<file path="src/rtl/modulator_pkg.sv">
// ============================================================================
// Module   : modulator_pkg
// Brief    : Phase types, FSM encoding and reference-carrier helper shared by
//            the QPSK modulator and demodulator so both ends agree on phases.
// Revision : 1.0 - initial release
// ============================================================================
`default_nettype none

package modulator_pkg;

    typedef logic [1:0] phase_t;

    typedef enum logic [0:0] {
        IDLE  = 1'b0,
        ACCUM = 1'b1
    } state_t;

    localparam int NUM_PHASES = 4;

    // Reference carrier k is a square wave advanced by k quarter periods.
    function automatic logic ref_bit(input int k, input int n, input int sps);
        return ((n + k * sps / 4) % sps) < (sps / 2);
    endfunction

endpackage

`default_nettype wire

</file>
<file path="src/rtl/qpsk_symbol_demod_phase_correlator.sv">
// ============================================================================
// Module   : phase_correlator
// Brief    : Match counter of the sampled carrier against one reference phase.
// Revision : 1.0 - initial release
// ============================================================================
`default_nettype none

module phase_correlator
    import modulator_pkg::*;
#(
    parameter int SPS     = 8,
    parameter int PHASE   = 0,
    parameter int IDX_W   = 3,
    parameter int SCORE_W = 4
) (
    input  logic               clk,
    input  logic               rst,
    input  logic               i_clear,
    input  logic               i_load,
    input  logic               i_accum,
    input  logic [IDX_W-1:0]   i_index,
    input  logic               i_rx_bit,
    output logic [SCORE_W-1:0] o_score_final
);

    logic               w_ref;
    logic               w_match;
    logic [SCORE_W-1:0] r_score;

    assign w_ref   = ref_bit(PHASE, int'(i_index), SPS);
    assign w_match = (i_rx_bit == w_ref);

    // Score including the current sample, so the last sample of a symbol can
    // feed the decision without an extra pipeline stage.
    assign o_score_final = r_score + SCORE_W'(w_match);

    always_ff @(posedge clk) begin
        if (rst || i_clear) begin
            r_score <= '0;
        end else if (i_load) begin
            r_score <= SCORE_W'(w_match);
        end else if (i_accum) begin
            r_score <= o_score_final;
        end
    end

endmodule

`default_nettype wire

</file>
<file path="src/rtl/qpsk_symbol_demod.sv">
// ============================================================================
// Module   : qpsk_symbol_demod
// Brief    : Correlating QPSK symbol demodulator with valid/ready output
//            register. Define DEMOD_SCORE_EN to add the sym_score output.
// Revision : 1.0 - initial release
// ============================================================================
`default_nettype none

module qpsk_symbol_demod
    import modulator_pkg::*;
#(
    parameter int SPS       = 8,
    parameter int MIN_SCORE = 6
) (
    input  logic                       clk,
    input  logic                       rst,
    input  logic                       enable,
    input  logic                       sym_start,
    input  logic                       sample_valid,
    input  logic                       rx_bit,
    output logic                       sym_valid,
    input  logic                       sym_ready,
    output logic [1:0]                 sym_data,
    output logic                       sym_err,
`ifdef DEMOD_SCORE_EN
    output logic [$clog2(SPS+1)-1:0]   sym_score,
`endif
    output logic                       overrun
);

    localparam int c_SW = $clog2(SPS + 1);
    localparam int c_IW = $clog2(SPS);
    localparam logic [c_IW-1:0] c_LAST = c_IW'(SPS - 1);
    localparam logic [c_IW-1:0] c_ONE  = c_IW'(1);
    localparam logic [0:0] c_ST_IDLE  = IDLE;
    localparam logic [0:0] c_ST_ACCUM = ACCUM;

    logic [0:0]       r_state;
    logic [c_IW-1:0]  r_index;

    logic             w_restart;
    logic             w_in_accum;
    logic             w_at_last;
    logic             w_accum;
    logic             w_decide;
    logic             w_clear;

    logic [c_SW-1:0]  w_final [NUM_PHASES];
    logic [c_SW-1:0]  w_best_score;
    phase_t           w_best_phase;
    logic             w_best_err;

    logic             r_sym_valid;
    phase_t           r_sym_data;
    logic             r_sym_err;
    logic             r_overrun;

    // Any accepted sym_start begins a fresh symbol, regardless of state.
    assign w_restart  = enable && sample_valid && sym_start;
    assign w_in_accum = (r_state == c_ST_ACCUM) && enable && sample_valid && !sym_start;
    assign w_at_last  = (r_index == c_LAST);
    assign w_accum    = w_in_accum && !w_at_last;
    assign w_decide   = w_in_accum && w_at_last;
    assign w_clear    = !enable || w_decide;

    always_ff @(posedge clk) begin
        if (rst) begin
            r_state <= c_ST_IDLE;
            r_index <= '0;
        end else if (!enable) begin
            r_state <= c_ST_IDLE;
            r_index <= '0;
        end else if (w_restart) begin
            r_state <= c_ST_ACCUM;
            r_index <= c_ONE;
        end else if (w_in_accum) begin
            r_index <= w_at_last ? '0 : r_index + c_ONE;
        end
    end

    generate
        for (genvar gk = 0; gk < NUM_PHASES; gk++) begin : g_phase
            phase_correlator #(
                .SPS     (SPS),
                .PHASE   (gk),
                .IDX_W   (c_IW),
                .SCORE_W (c_SW)
            ) u_corr (
                .clk           (clk),
                .rst           (rst),
                .i_clear       (w_clear),
                .i_load        (w_restart),
                .i_accum       (w_accum),
                .i_index       (r_index),
                .i_rx_bit      (rx_bit),
                .o_score_final (w_final[gk])
            );
        end
    endgenerate

    // Strict greater-than keeps the lowest phase on ties.
    always_comb begin
        w_best_score = w_final[0];
        w_best_phase = phase_t'(0);
        for (int k = 1; k < NUM_PHASES; k++) begin
            if (w_final[k] > w_best_score) begin
                w_best_score = w_final[k];
                w_best_phase = phase_t'(k);
            end
        end
    end

    assign w_best_err = (int'(w_best_score) < MIN_SCORE);

`ifdef DEMOD_SCORE_EN
    logic [c_SW-1:0] r_sym_score;
    assign sym_score = r_sym_score;
`endif

    always_ff @(posedge clk) begin
        if (rst) begin
            r_sym_valid <= 1'b0;
            r_sym_data  <= '0;
            r_sym_err   <= 1'b0;
            r_overrun   <= 1'b0;
`ifdef DEMOD_SCORE_EN
            r_sym_score <= '0;
`endif
        end else begin
            r_overrun <= 1'b0;
            if (w_decide) begin
                if (!r_sym_valid || sym_ready) begin
                    r_sym_valid <= 1'b1;
                    r_sym_data  <= w_best_phase;
                    r_sym_err   <= w_best_err;
`ifdef DEMOD_SCORE_EN
                    r_sym_score <= w_best_score;
`endif
                end else begin
                    r_overrun <= 1'b1;
                end
            end else if (r_sym_valid && sym_ready) begin
                r_sym_valid <= 1'b0;
            end
        end
    end

    assign sym_valid = r_sym_valid;
    assign sym_data  = r_sym_data;
    assign sym_err   = r_sym_err;
    assign overrun   = r_overrun;

endmodule

`default_nettype wire

</file>
<file path="config.mk">
export PLATFORM = sky130hd
export DESIGN_NAME = qpsk_symbol_demod
export DESIGN_NICKNAME = d
export VERILOG_FILES = /design/src/rtl/modulator_pkg.sv /design/src/rtl/qpsk_symbol_demod_phase_correlator.sv /design/src/rtl/qpsk_symbol_demod.sv
export SDC_FILE = /design/constraint.sdc
export NUM_CORES = 1
export LEC_CHECK = 0
export CAP_MARGIN = 20
export CORE_ASPECT_RATIO = 0.8
export CORE_UTILIZATION = 53
export CTS_CLUSTER_SIZE = 16
export DETAILED_ROUTE_END_ITERATION = 10
export HOLD_SLACK_MARGIN = 0.05
export PLACE_DENSITY_LB_ADDON = 0.12
export SYNTH_ARGS = -nofsm -noshare
export SYNTH_HDL_FRONTEND = slang
export SYNTH_HIERARCHICAL = 1
export SYNTH_SLANG_ARGS = --single-unit
</file>
<file path="constraint.sdc">
create_clock -name clk -period 5.4 [get_ports clk]
set_input_delay 1.08 -clock clk [delete_from_list [all_inputs] [get_ports clk]]
set_output_delay 1.08 -clock clk [all_outputs]
set_load 0.03 [all_outputs]
</file>
# Word level (Yosys, flattened, before mapping)

Index checks and enable logic that the tools add are counted.
W data, S select, Z words.

Register bits after elaboration: 25
Latch bits: 0
RAM bits: 0
ROM bits: 0
Input bits: 7
Output and inout bits: 5
Word-level logic and storage cells: 90
Memories kept: 0

$add $sub $neg: 8
Multiply operators: 0
Divide/modulo/power cells: 0
$lt $le $gt $ge: 8
Equality and inequality tests: 6
Shifts and indexed selects: 0
Muxes and demuxes: 21
Bitwise logic cells: 5
Reductions and logical operators: 27

Operators with widths:

| operator              | number |
|---|---|
| $add A4 B1 Y4         | 4 |
| $mux W1               | 15 |
| $gt A4 B4 Y1          | 3 |
| $lt A4 B4 Y1 const B  | 3 |
| $mux W4               | 3 |
| $reduce_or A3 Y1      | 4 |
| $logic_and A1 B1 Y1   | 8 |
| $add A3 B3 Y3 const B | 2 |
| $reduce_bool A2 Y1    | 3 |
| $reduce_or A2 Y1      | 3 |
| $eq A1 B1 Y1          | 4 |
| $logic_not A1 Y1      | 4 |
| $lt A4 B3 Y1 const B  | 1 |
| $mux W2               | 2 |
| $reduce_and A2 Y1     | 2 |
| $add A3 B1 Y3 const B | 1 |
| $add A3 B2 Y3 const B | 1 |
| $and A1 B1 Y1 const A | 3 |
| $eq A3 B3 Y1 const B  | 1 |
| $logic_or A1 B1 Y1    | 3 |
| $lt A3 B3 Y1 const B  | 1 |
| $mux W3               | 1 |
| $ne A2 B1 Y1 const B  | 1 |
| $not A1 Y1            | 2 |

# Longest topological paths before layout

Gate-level depths: netlist (run 1).

Depth after elaboration: 13
Gate-level depth with buffers: 24
Mapped depth without buffers: 24

# Hierarchy

The synthesis (run 1) kept the hierarchy.

Modules (own cells, without submodules):

| module                                    | instances | cells each | area an instance (um2) | seq. area each (um2) |
|---|---|---|---|---|
| qpsk_symbol_demod                         | 1         | 96         | 815.8                  | 180.2 |
| phase_correlator at g_phase[1].u_corr ... | 2         | 25         | 229.0                  | 80.1 |
| phase_correlator at g_phase[2].u_corr     | 1         | 23         | 254.0                  | 80.1 |
| phase_correlator at g_phase[0].u_corr     | 1         | 23         | 242.7                  | 80.1 |

# Worst setup path before layout (run 1)

No wires, ideal clock.

Path kind: input port to flip-flop
From: input rx_bit
To: register r_sym_err, in the netlist sym_err
Setup time: 0.117 ns
Arrival: 5.083 ns
Data required time: 5.283 ns
Slack: 0.199 ns
Cell stages on the path: 23
Buffers on the path: 0
Path through: xnor2_1 xnor2_1 ha_1 ha_1 xor2_1 ha_1 o21ai_1 a21oi_2 o21ai_4 mux2_4 inv_1 ha_1 and4_1 a21oi_2 nand2b_1 o21ai_0 ha_1 nor2b_1 o21a_1 o21a_1 o21a_1 a21bo_1 a32o_1

RTL lines:

| item                 | RTL line                 | source |
|---|---|---|
| from (decl)          | qpsk_symbol_demod.sv:20  | `input logic rx_bit,` |
| to (signal assigned) | qpsk_symbol_demod.sv:135 | `r_sym_err <= w_best_err;` |
| to (decl)            | qpsk_symbol_demod.sv:55  | `logic r_sym_err;` |

==> flow_summary.yaml, run 1 <==
clock_tree:
  htreeDepth: 1
  cts_sinks: 25
  cts-root-buf: "clkbuf_8"
  cts_made_buffers: 3
  cts_tree: "yes"
  clk_latency_ps: 270
  cts_max_path_buffers: 2
  clkSlewWorstSetupHoldPaths_ps: 90
synth:
  synthesis.nets: 221
  synth_commonest_cells: "dfxtp_1 (25), ha_1 (22), nor2_1 (21)"
  synth.avg_cell_area_um2: 9.221
  yosysTopAreaCell: "dfxtp_1"
  seq_area_frac_synth_pct: 28.27
  postSynthRegisterBits: 25
  synthArstFlopShare_pct: 0
  yosys.cell_count.top_type: "dfxtp_1"
  synth_edf_count: 0
  netlist_area_mm2: 0.001770
  syn_inst: 192
  yosysUniqueCellTypes: 43
  ys_warn_count: 6
  synthFlopType: "dfxtp_1"
  netlist.area_leader.share_pct: 28.27
  ys_top_cells_by_area: "dfxtp_1 (28%), ha_1 (16%), mux2i_1 (5.1%)"
sta:
  setup_violations: 0
  slew_violations: 0
  hold_viol_final: 0
  finalCritPeriodShare_pct: 97.53
  holdWs_ps: 493.0
  skew_ps: 1.356
  worstMarginPinSlew_ps: 678.5
  fin_crit_ps: 5266
  max_clock_freq_mhz: 189.9
  slew_headroom_pct: 54.62
pwr:
  p_leak_nw: 0.9563
  power_mw: 0.4052
  p_per_area_mw_per_mm2: 179.7
  irDropWorstVdd_v: 0.0001546
floorplanning:
  fp.dieH_um: 53.70
  start_util_pct: 56.55
  coreArea_mm2: 0.003131
  die-width_um: 66.62
  io_pins: 12
  dieArea_mm2: 0.003577
  row_count: 18
cells_and_area:
  diodes: 0
  fin_nets: 263
  nFillCells: 229
  regArea_um2: 500.5
  area_delta_synth_final_pct: 27.35
  multi_input_area_mm2: 0.001310
  drive_above_1_share_pct: 25.75
  design_area_mm2: 0.002255
critical_path:
  critPathArrivalTime_ps: 5440
  cp.required_ps: 5570
  worstSetupPathType: "in -> reg"
  cp-end-kind: "register"
  worstPathMaxFanout: 6
  rr_worst_depth: 24
  start_kind: "input pin"
grt:
  antenna_found_initial: 0
  grt_max_degree: 19
  grt_pass1_vias: 1623
  overflow: 0
  track_usage_pct: 25.24
  grt_pass1_wl_mm: 6.741
placement:
  post_dp_cell_area_mm2: 0.002076
  dp.final_hpwl_mm: 3.102
  globalplace.congestion: 0.8371
  portBuffers: 11
route:
  routed_wirelength_mm: 4.047
  drc: 0
  drt_iter0_drc: 67
  dr.pass1.iters: 4
  ant_nets: 0
  vias: 1594
  routedWlPerCell_um: 14.82
  viasPerCell: 5.839
worst_hold_path:
  hp-class: "reg -> reg"
  hold-path-cell-count: 2
flow_run:
  timing.max_cap.violations: 0
outcome:
  run_status: "finished, final reports clean"
-- what timing repair did --
action	in CTS	in global routing
pin swaps	11	10
hold buffers	0	0
endpoints found under the setup margin	3	3
buffers inserted	6	2
resized for setup	12	9
-- worst paths after layout --
| check | from | endpoint | slack [ps] |
|---|---|---|---|
| setup reg to reg | r_index[2] | sym_err | 530 |
| setup / recovery | rx_bit | sym_err | 130 |
| hold / removal | r_index[0] | r_index[0] | 490 |
| hold reg to reg | r_index[0] | r_index[0] | 490 |
-- registers in the layout, indices dropped and copies added, names as in the netlist --
name                    count
overrun                     1
g_phase.u_corr/r_score     16
r_state                     1
sym_data                    2
r_index                     3
sym_valid                   1
sym_err                     1
-- metrics by stage --
step | setup slack, ps | cells | TNS [ps] | util (%)
floorplan | 199.5 | 192 | 0 | -
global placement | -423.3 | 262 | -1175 | 66.31
detailed placement | -689.9 | 262 | -2013 | 66.31
CTS | 1.716 | 272 | 0 | 70.30
global route | -33.33 | 273 | -78.64 | 72.02
finish | 133.6 | 273 | 0 | 72.02
-- cells in the final DEF (no fill, tap or decap), types with 5 or more instances in the layout --
master	instances
buf_4	27
dfxtp_1	25
nor2_1	20
ha_1	18
nand2_1	10
clkdlybuf4s50_1	10
inv_1	9
mux2i_1	9
a21oi_1	8
xor2_1	7
nand4_1	6
nand2b_1	5
xnor2_1	5
-- cell families after synthesis --
logic type                 count (synthesis)  share of synthesized area, %
and+or+nand+nor                           67                         20.35
AOI/OAI and AO/OA                         35                         15.83
DFF                                       25                         28.27
adders and majority gates                 22                         15.55
xor gates and xnor gates                  18                         8.905
muxes                                     14                         8.693
buffers and inverters                     11                         2.403
-- final cells by class --
| cell class | instances | share of cell area [%] |
|---|---|---|
| Clock buffer | 3 | 1.831 |
| Clock inverter | 1 | 0.3330 |
| Timing Repair Buffer | 38 | 13.65 |
| Sequential cell | 25 | 22.20 |
| Inverter | 10 | 1.665 |
| Tap cell | 40 | 2.220 |
| Multi-Input combinational cell | 156 | 58.10 |
-- critical path, stage by stage --
cell and delay [ps]:
buf_2 140, xnor2_2 150, xnor2_2 170, ha_2 260, ha_4 160, xor2_2 180, ha_1 280, o21ai_2 140
a21oi_2 70, o21ai_4 200, mux2_4 340, inv_2 50, ha_1 220, nor2b_1 130, o211ai_1 200, a21oi_2 140
nand2b_1 120, o21ai_1 80, ha_1 290, nor2b_1 140, o21a_1 170, o21a_1 160, o21a_1 200, a21bo_1 170
a32o_1 200
-- routing by layer --
layer / up-vias / track usage, % / part of all wire, %
met3: 8 / 5.297 / 3.4
met5: - / 0 / 0
met2: 34 / 49.33 / 53
met1: 767 / 27.20 / 43
li1: 785 / - / -
met4: 0 / 8.156 / 1.4
-- power by group --
| part | internal [mW] | leakage [nW] | switching (mW) | total (mW) |
|---|---|---|---|---|
| sequential | 0.185 | 0.202 | 0.000697 | 0.186 |
| combinational | 0.0535 | 0.733 | 0.0512 | 0.105 |
| clock | 0.0523 | 0.0217 | 0.0624 | 0.115 |
(Power assumes the default switching activity.)
==> run 2, diff against run 1 <==
- CORE_MARGIN: not set -> 2
- GPL_TIMING_DRIVEN: not set -> 0
- SYNTH_HIERARCHICAL: 1 -> not set
==> run 2 against run 1 <==
Effect of this change:
- design area up 3.6%
- synthesized area up 1.5%
- sequential power about the same
- maximum frequency down 1.4%
- total power down 4.2%
- register-to-register slack worse by 80 ps
- hold slack worse by 15 ps
- global-route usage down 1.0 points
- final cell count up 4.4%
- clock-buffer cell count unchanged
- setup slack worse by 77 ps
- wire length up 18%
- largest power group unchanged
- critical endpoint unchanged
- largest cell class unchanged
==> flow_summary.yaml, run 2 <==
outcome:
  run_status: "finished, final reports clean"
clock_tree:
  cts_sinks: 25
  htreeDepth: 1
  clkSlewWorstSetupHoldPaths_ps: 100
  cts_tree: "yes"
  cts_made_buffers: 3
  cts-root-buf: "clkbuf_8"
  clk_latency_ps: 280
  cts_max_path_buffers: 2
critical_path:
  worstSetupPathType: "in -> reg"
  start_kind: "input pin"
  worstPathMaxFanout: 4
  cp.required_ps: 5600
  cp-end-kind: "register"
  critPathArrivalTime_ps: 5550
sta:
  max_clock_freq_mhz: 187.2
  setup_tns_ps: 0
  fin_crit_ps: 5343
  finalCritPeriodShare_pct: 98.95
  slew_headroom_pct: 66.79
  rsz0062_at_grt: "yes"
  worstMarginPinSlew_ps: 494.6
  slew_violations: 0
  hold_viol_final: 0
  setup_violations: 0
  skew_ps: 11.81
cells_and_area:
  final_cell_mix: "dfxtp_1 (25), nor2_1 (24), a21oi_1 (20), ha_1 (13), buf_4 (13)"
  area_delta_synth_final_pct: 29.94
  largest-register: "g_phase.u_corr.r_score"
  diodes: 0
  largest_reg_flops: 16
  layout.cells.most_common: "dfxtp_1"
  fin_nets: 272
  drive_above_1_share_pct: 20.82
floorplanning:
  io_pins: 12
  fp.dieH_um: 56.08
  row_count: 18
  coreArea_mm2: 0.003153
  dieArea_mm2: 0.003875
  start_util_pct: 56.98
  die-width_um: 69.10
synth:
  synth.avg_cell_area_um2: 8.318
  netlist.area_leader.share_pct: 27.86
  ys_warn_count: 0
  synthArstFlopShare_pct: 0
  synthFlopType: "dfxtp_1"
  ys_top_cells_by_area: "dfxtp_1 (28%), ha_1 (13%), a21oi_1 (5.6%)"
  synth_commonest_cells: "dfxtp_1 (25), nor2_1 (24), a21oi_1 (20), ha_1 (19)"
  yosysUniqueCellTypes: 47
  syn_inst: 216
  yosysTopAreaCell: "dfxtp_1"
  yosys.cell_count.top_type: "dfxtp_1"
  netlist_area_mm2: 0.001797
  postSynthRegisterBits: 25
  synthesis.nets: 242
  synth_edf_count: 0
  seq_area_frac_synth_pct: 27.86
route:
  drc: 0
  viasPerCell: 5.975
  routed_wirelength_mm: 4.770
  dr.pass1.iters: 4
  ant_nets: 0
  vias: 1703
  drt_iter0_drc: 82
  routedWlPerCell_um: 16.74
grt:
  track_usage_pct: 24.20
  grt_pass1_vias: 1667
  grt_pass1_wl_mm: 7.583
  overflow: 0
  grt_max_degree: 17
  antenna_found_initial: 0
pwr:
  intPower_mw: 0.2789
  combPwrFrac_pct: 21.2
  p_leak_nw: 0.9136
  power_mw: 0.3881
  p_per_area_mw_per_mm2: 166.2
  p_sw_mw: 0.1092
  sequentialPowerShare_pct: 47.8
  p_clk_share_pct: 31.0
  switching_share_pct: 28.14
  irDropWorstVdd_v: 0.0001690
worst_hold_path:
  hp-class: "reg -> reg"
flow_run:
  timing.max_cap.violations: 0
placement:
  globalplace.congestion: 0.8239
  portBuffers: 11
  dp.final_hpwl_mm: 3.326
## run 2: area by class of cell
cell class | instances | area (um^2)
plain buffers | 4 | 22.52
clock buffers | 3 | 41.29
clock inverters | 1 | 8.758
fillers | 242 | 818.3
inverters | 12 | 45.04
multi-input cells | 175 | 1443
flip-flops and latches | 25 | 500.5
well taps | 40 | 50.05
repair buffers | 25 | 224.0
## run 2: metal layers
layer | part of all wire, % | vias to the layer above | wire length (um) | track usage (%)
met5 | 0 | - | 0 | 0
met1 | 44 | 824 | 2099 | 30.79
met2 | 51 | 38 | 2426 | 41.90
met4 | 0.46 | 0 | 22 | 7.003
li1 | - | 837 | - | -
met3 | 4.7 | 4 | 222 | 4.348
## run 2: power by group through the flow
stage               Clock [mW]  Sequential (mW)  Combinational [mW]
finish                   0.120            0.186              0.0822
global route             0.129            0.186              0.0888
CTS                      0.123            0.186              0.0736
detailed placement           0            0.190              0.0622
global placement             0            0.190              0.0595
floorplan                    0            0.190              0.0450
## run 2: repair_timing
item                       4_1_cts  5_1_grt
gates resized for setup         15       18
hold buffers                     0        0
pin swaps                       15       21
setup endpoints to repair        3        2
setup buffers                   12        2
## run 2: worst paths after layout
check	start	to	slack [ps]	cells past startpoint
setup / recovery	rx_bit	sym_err	60	23
hold / removal	g_phase[2].u_corr.r_score[0]	g_phase[2].u_corr.r_score[0]	480	2
setup reg to reg	r_index[2]	sym_err	450	22
hold reg to reg	g_phase[2].u_corr.r_score[0]	g_phase[2].u_corr.r_score[0]	480	2
## run 2: critical path, cell delays in order
cell and delay [ps]:
buf_8 100, xor2_4 160, inv_2 90, xnor2_4 210, and2_4 180, ha_4 210, ha_4 260, a21o_1 180
a211o_1 330, a31oi_4 210, inv_2 70, ha_4 220, nor2b_4 120, o211a_1 260, o21ai_4 180, mux2i_1 230
ha_1 260, nor2b_1 130, o211a_1 220, o21ai_1 230, o221ai_1 190, a22o_1 260, a31oi_1 130
## run 2: stage by stage
stage	area [um^2]	setup slack, ps	std cells	utilization [%]	hold slack (ps)
floorplan	1871	33.35	216	-	448.0
global placement	2031	-965.0	267	64.40	454.0
detailed placement	2031	-1104	267	64.40	462.6
CTS	2225	-22.12	283	70.56	477.5
global route	2335	-125.2	285	74.05	527.5
finish	2335	56.85	285	74.05	477.5
## run 2: kinds of logic after synthesis
group / Yosys count / share of synthesized area, %
simple gates: 78 / 22.56
xor+xnor: 16 / 9.262
compound gates: 56 / 19.71
buf+inv: 16 / 3.761
mux: 6 / 3.621
fa+ha+maj: 19 / 13.23
flops: 25 / 27.86
==> run 3, diff against run 2 <==
--- a/config.mk
+++ b/config.mk
@@ -15,3 +15,4 @@
 export HOLD_SLACK_MARGIN = 0.05
-export PLACE_DENSITY_LB_ADDON = 0.12
+export MAX_ROUTING_LAYER = met4
+export PLACE_DENSITY = 0.76
 export SYNTH_ARGS = -nofsm -noshare
==> constraint.sdc (replaced) <==
create_clock -name clk -period 5.4 [get_ports clk]
set_input_delay 0.81 -clock clk [delete_from_list [all_inputs] [get_ports clk]]
set_output_delay 0.81 -clock clk [all_outputs]
set_load 0.03 [all_outputs]
==> run 3 against run 2 <==
Effect of this change:
- sequential power is essentially flat
- maximum frequency grew 3.3%
- via count shrank 4.1%
- combinational power shrank 13%
- final cell count shrank 1.1%
- first-iteration DRC count grew 2.4%
- utilization shrank 4.2 points
- critical path depth grew 3
- hold slack lost 3.4 ps
- critical path type unchanged
- largest cell class unchanged
- largest power group unchanged
==> flow_summary.yaml, run 3 (synthesis gave the netlist of run 2 again) <==
placement:
  dp.final_hpwl_mm: 2.888
  globalplace.congestion: 0.8175
  place_worst_setup_slack_ps: -1054
  portBuffers: 11
  post_dp_cell_area_mm2: 0.001964
route:
  vias: 1633
  drc: 0
  routed_wirelength_mm: 4.069
  dr.pass1.iters: 4
  ant_nets: 0
  viasPerCell: 5.791
  drt_iter0_drc: 84
  routedWlPerCell_um: 14.43
pwr:
  irDropWorstVdd_v: 0.0002070
  power_mw: 0.3693
  p_leak_nw: 0.8670
  p_per_area_mw_per_mm2: 167.8
sta:
  skew_ps: 3.916
  slew_headroom_pct: 67.30
  setup_ws_ps: 228.6
  holdWs_ps: 474.2
  setup_violations: 0
  slew_violations: 0
  max_clock_freq_mhz: 193.4
  fin_crit_ps: 5171
  worstMarginPinSlew_ps: 489.4
  finalCritPeriodShare_pct: 95.77
  hold_viol_final: 0
  setup_tns_ps: 0
flow_run:
  timing.max_cap.violations: 0
floorplanning:
  die-width_um: 69.10
  row_count: 18
  io_pins: 12
  dieArea_mm2: 0.003875
  fp.dieH_um: 56.08
  start_util_pct: 56.98
  coreArea_mm2: 0.003153
clock_tree:
  clk_latency_ps: 270
  cts-root-buf: "clkbuf_8"
  cts_sinks: 25
  postCtsHoldBufs: 0
  cts_max_path_buffers: 2
  htreeDepth: 1
  cts_made_buffers: 3
  clkSlewWorstSetupHoldPaths_ps: 90
  cts_tree: "yes"
critical_path:
  start_kind: "input pin"
  crit_buf_inv: 5
  cpMaxStageDelayCell: "ha_4"
  cp-end-kind: "register"
  critPathArrivalTime_ps: 5370
  r2r_start: "r_index[2]"
  startpoint: "rx_bit"
  cp.required_ps: 5600
  worstPathMaxFanout: 6
  worstSetupPathType: "in -> reg"
  cp_top_family: "compound AO/OA/AOI/OAI gates"
  cpPeakStageDelay_ps: 290
worst_hold_path:
  hp-class: "reg -> reg"
  worstHoldStart: "g_phase[2].u_corr.r_score[0]"
grt:
  grt_pass1_wl_mm: 7.120
  track_usage_pct: 22.98
  grt_max_degree: 15
  grt_pass1_vias: 1520
  overflow: 0
  antenna_found_initial: 0
cells_and_area:
  area_delta_synth_final_pct: 22.49
  design_area_mm2: 0.002201
  drive_above_1_share_pct: 16.53
  final_cell_mix: "dfxtp_1 (25), nor2_1 (24), a21oi_1 (19), ha_1 (15)"
  largest_reg_flops: 16
  diodes: 0
  fin_nets: 269
  largest-register: "g_phase.u_corr.r_score"
  layout.cells.most_common: "dfxtp_1"
  nFillCells: 265
outcome:
  run_status: "finished, final reports clean"
## run 3: per-layer routing
| layer | GRT usage (%) | up-vias | share of wire [%] |
|---|---|---|---|
| met5 | - | - | 0 |
| met4 | 2.801 | 0 | 0.69 |
| met3 | 3.804 | 7 | 2.9 |
| met2 | 37.23 | 24 | 47 |
| met1 | 31.22 | 767 | 49 |
| li1 | - | 835 | - |
## run 3: power by group
| part | internal (mW) | switching, mW | leakage [nW] |
|---|---|---|---|
| Combinational | 0.0337 | 0.0375 | 0.640 |
| Clock | 0.0517 | 0.0609 | 0.0255 |
| Sequential | 0.185 | 0.000586 | 0.201 |
| Total | 0.270 | 0.0990 | 0.867 |
## run 3: cell type report
cell class,count,area (um^2),share of cell area [%]
plain buffers,4,22.52,1.023
clock buffers,3,41.29,1.876
clock inverters,1,5.005,0.2274
inverters,12,45.04,2.047
multi-input cells,175,1349,61.28
flip-flops and latches,25,500.5,22.74
well taps,40,50.05,2.274
repair buffers,22,187.7,8.528
## run 3: repair_timing
| action | in CTS | in global routing |
|---|---|---|
| setup endpoints to repair | 3 | 2 |
| buffers inserted | 8 | 3 |
| resized for setup | 16 | 9 |
| pin swaps | 12 | 9 |
## run 3: stage by stage
step / cells / utilization [%]
after CTS: 279 / 68.41
final: 282 / 69.80
after global routing: 282 / 69.80
after global placement: 267 / 62.30
after floorplan: 216 / -
after detailed placement: 267 / 62.30
## run 3: path summary, 6_finish.rpt
path	end	slack (ps)	cells after the start
min reg2reg	g_phase[2].u_corr.r_score[0]	470	2
max reg2reg	sym_err	430	25
min	g_phase[2].u_corr.r_score[0]	470	2
max	sym_err	230	26
## run 3: worst min-delay path: stages (launching register included)
cell and delay [ps]:
dfxtp_1 320, nand3_1 60, a21oi_1 50
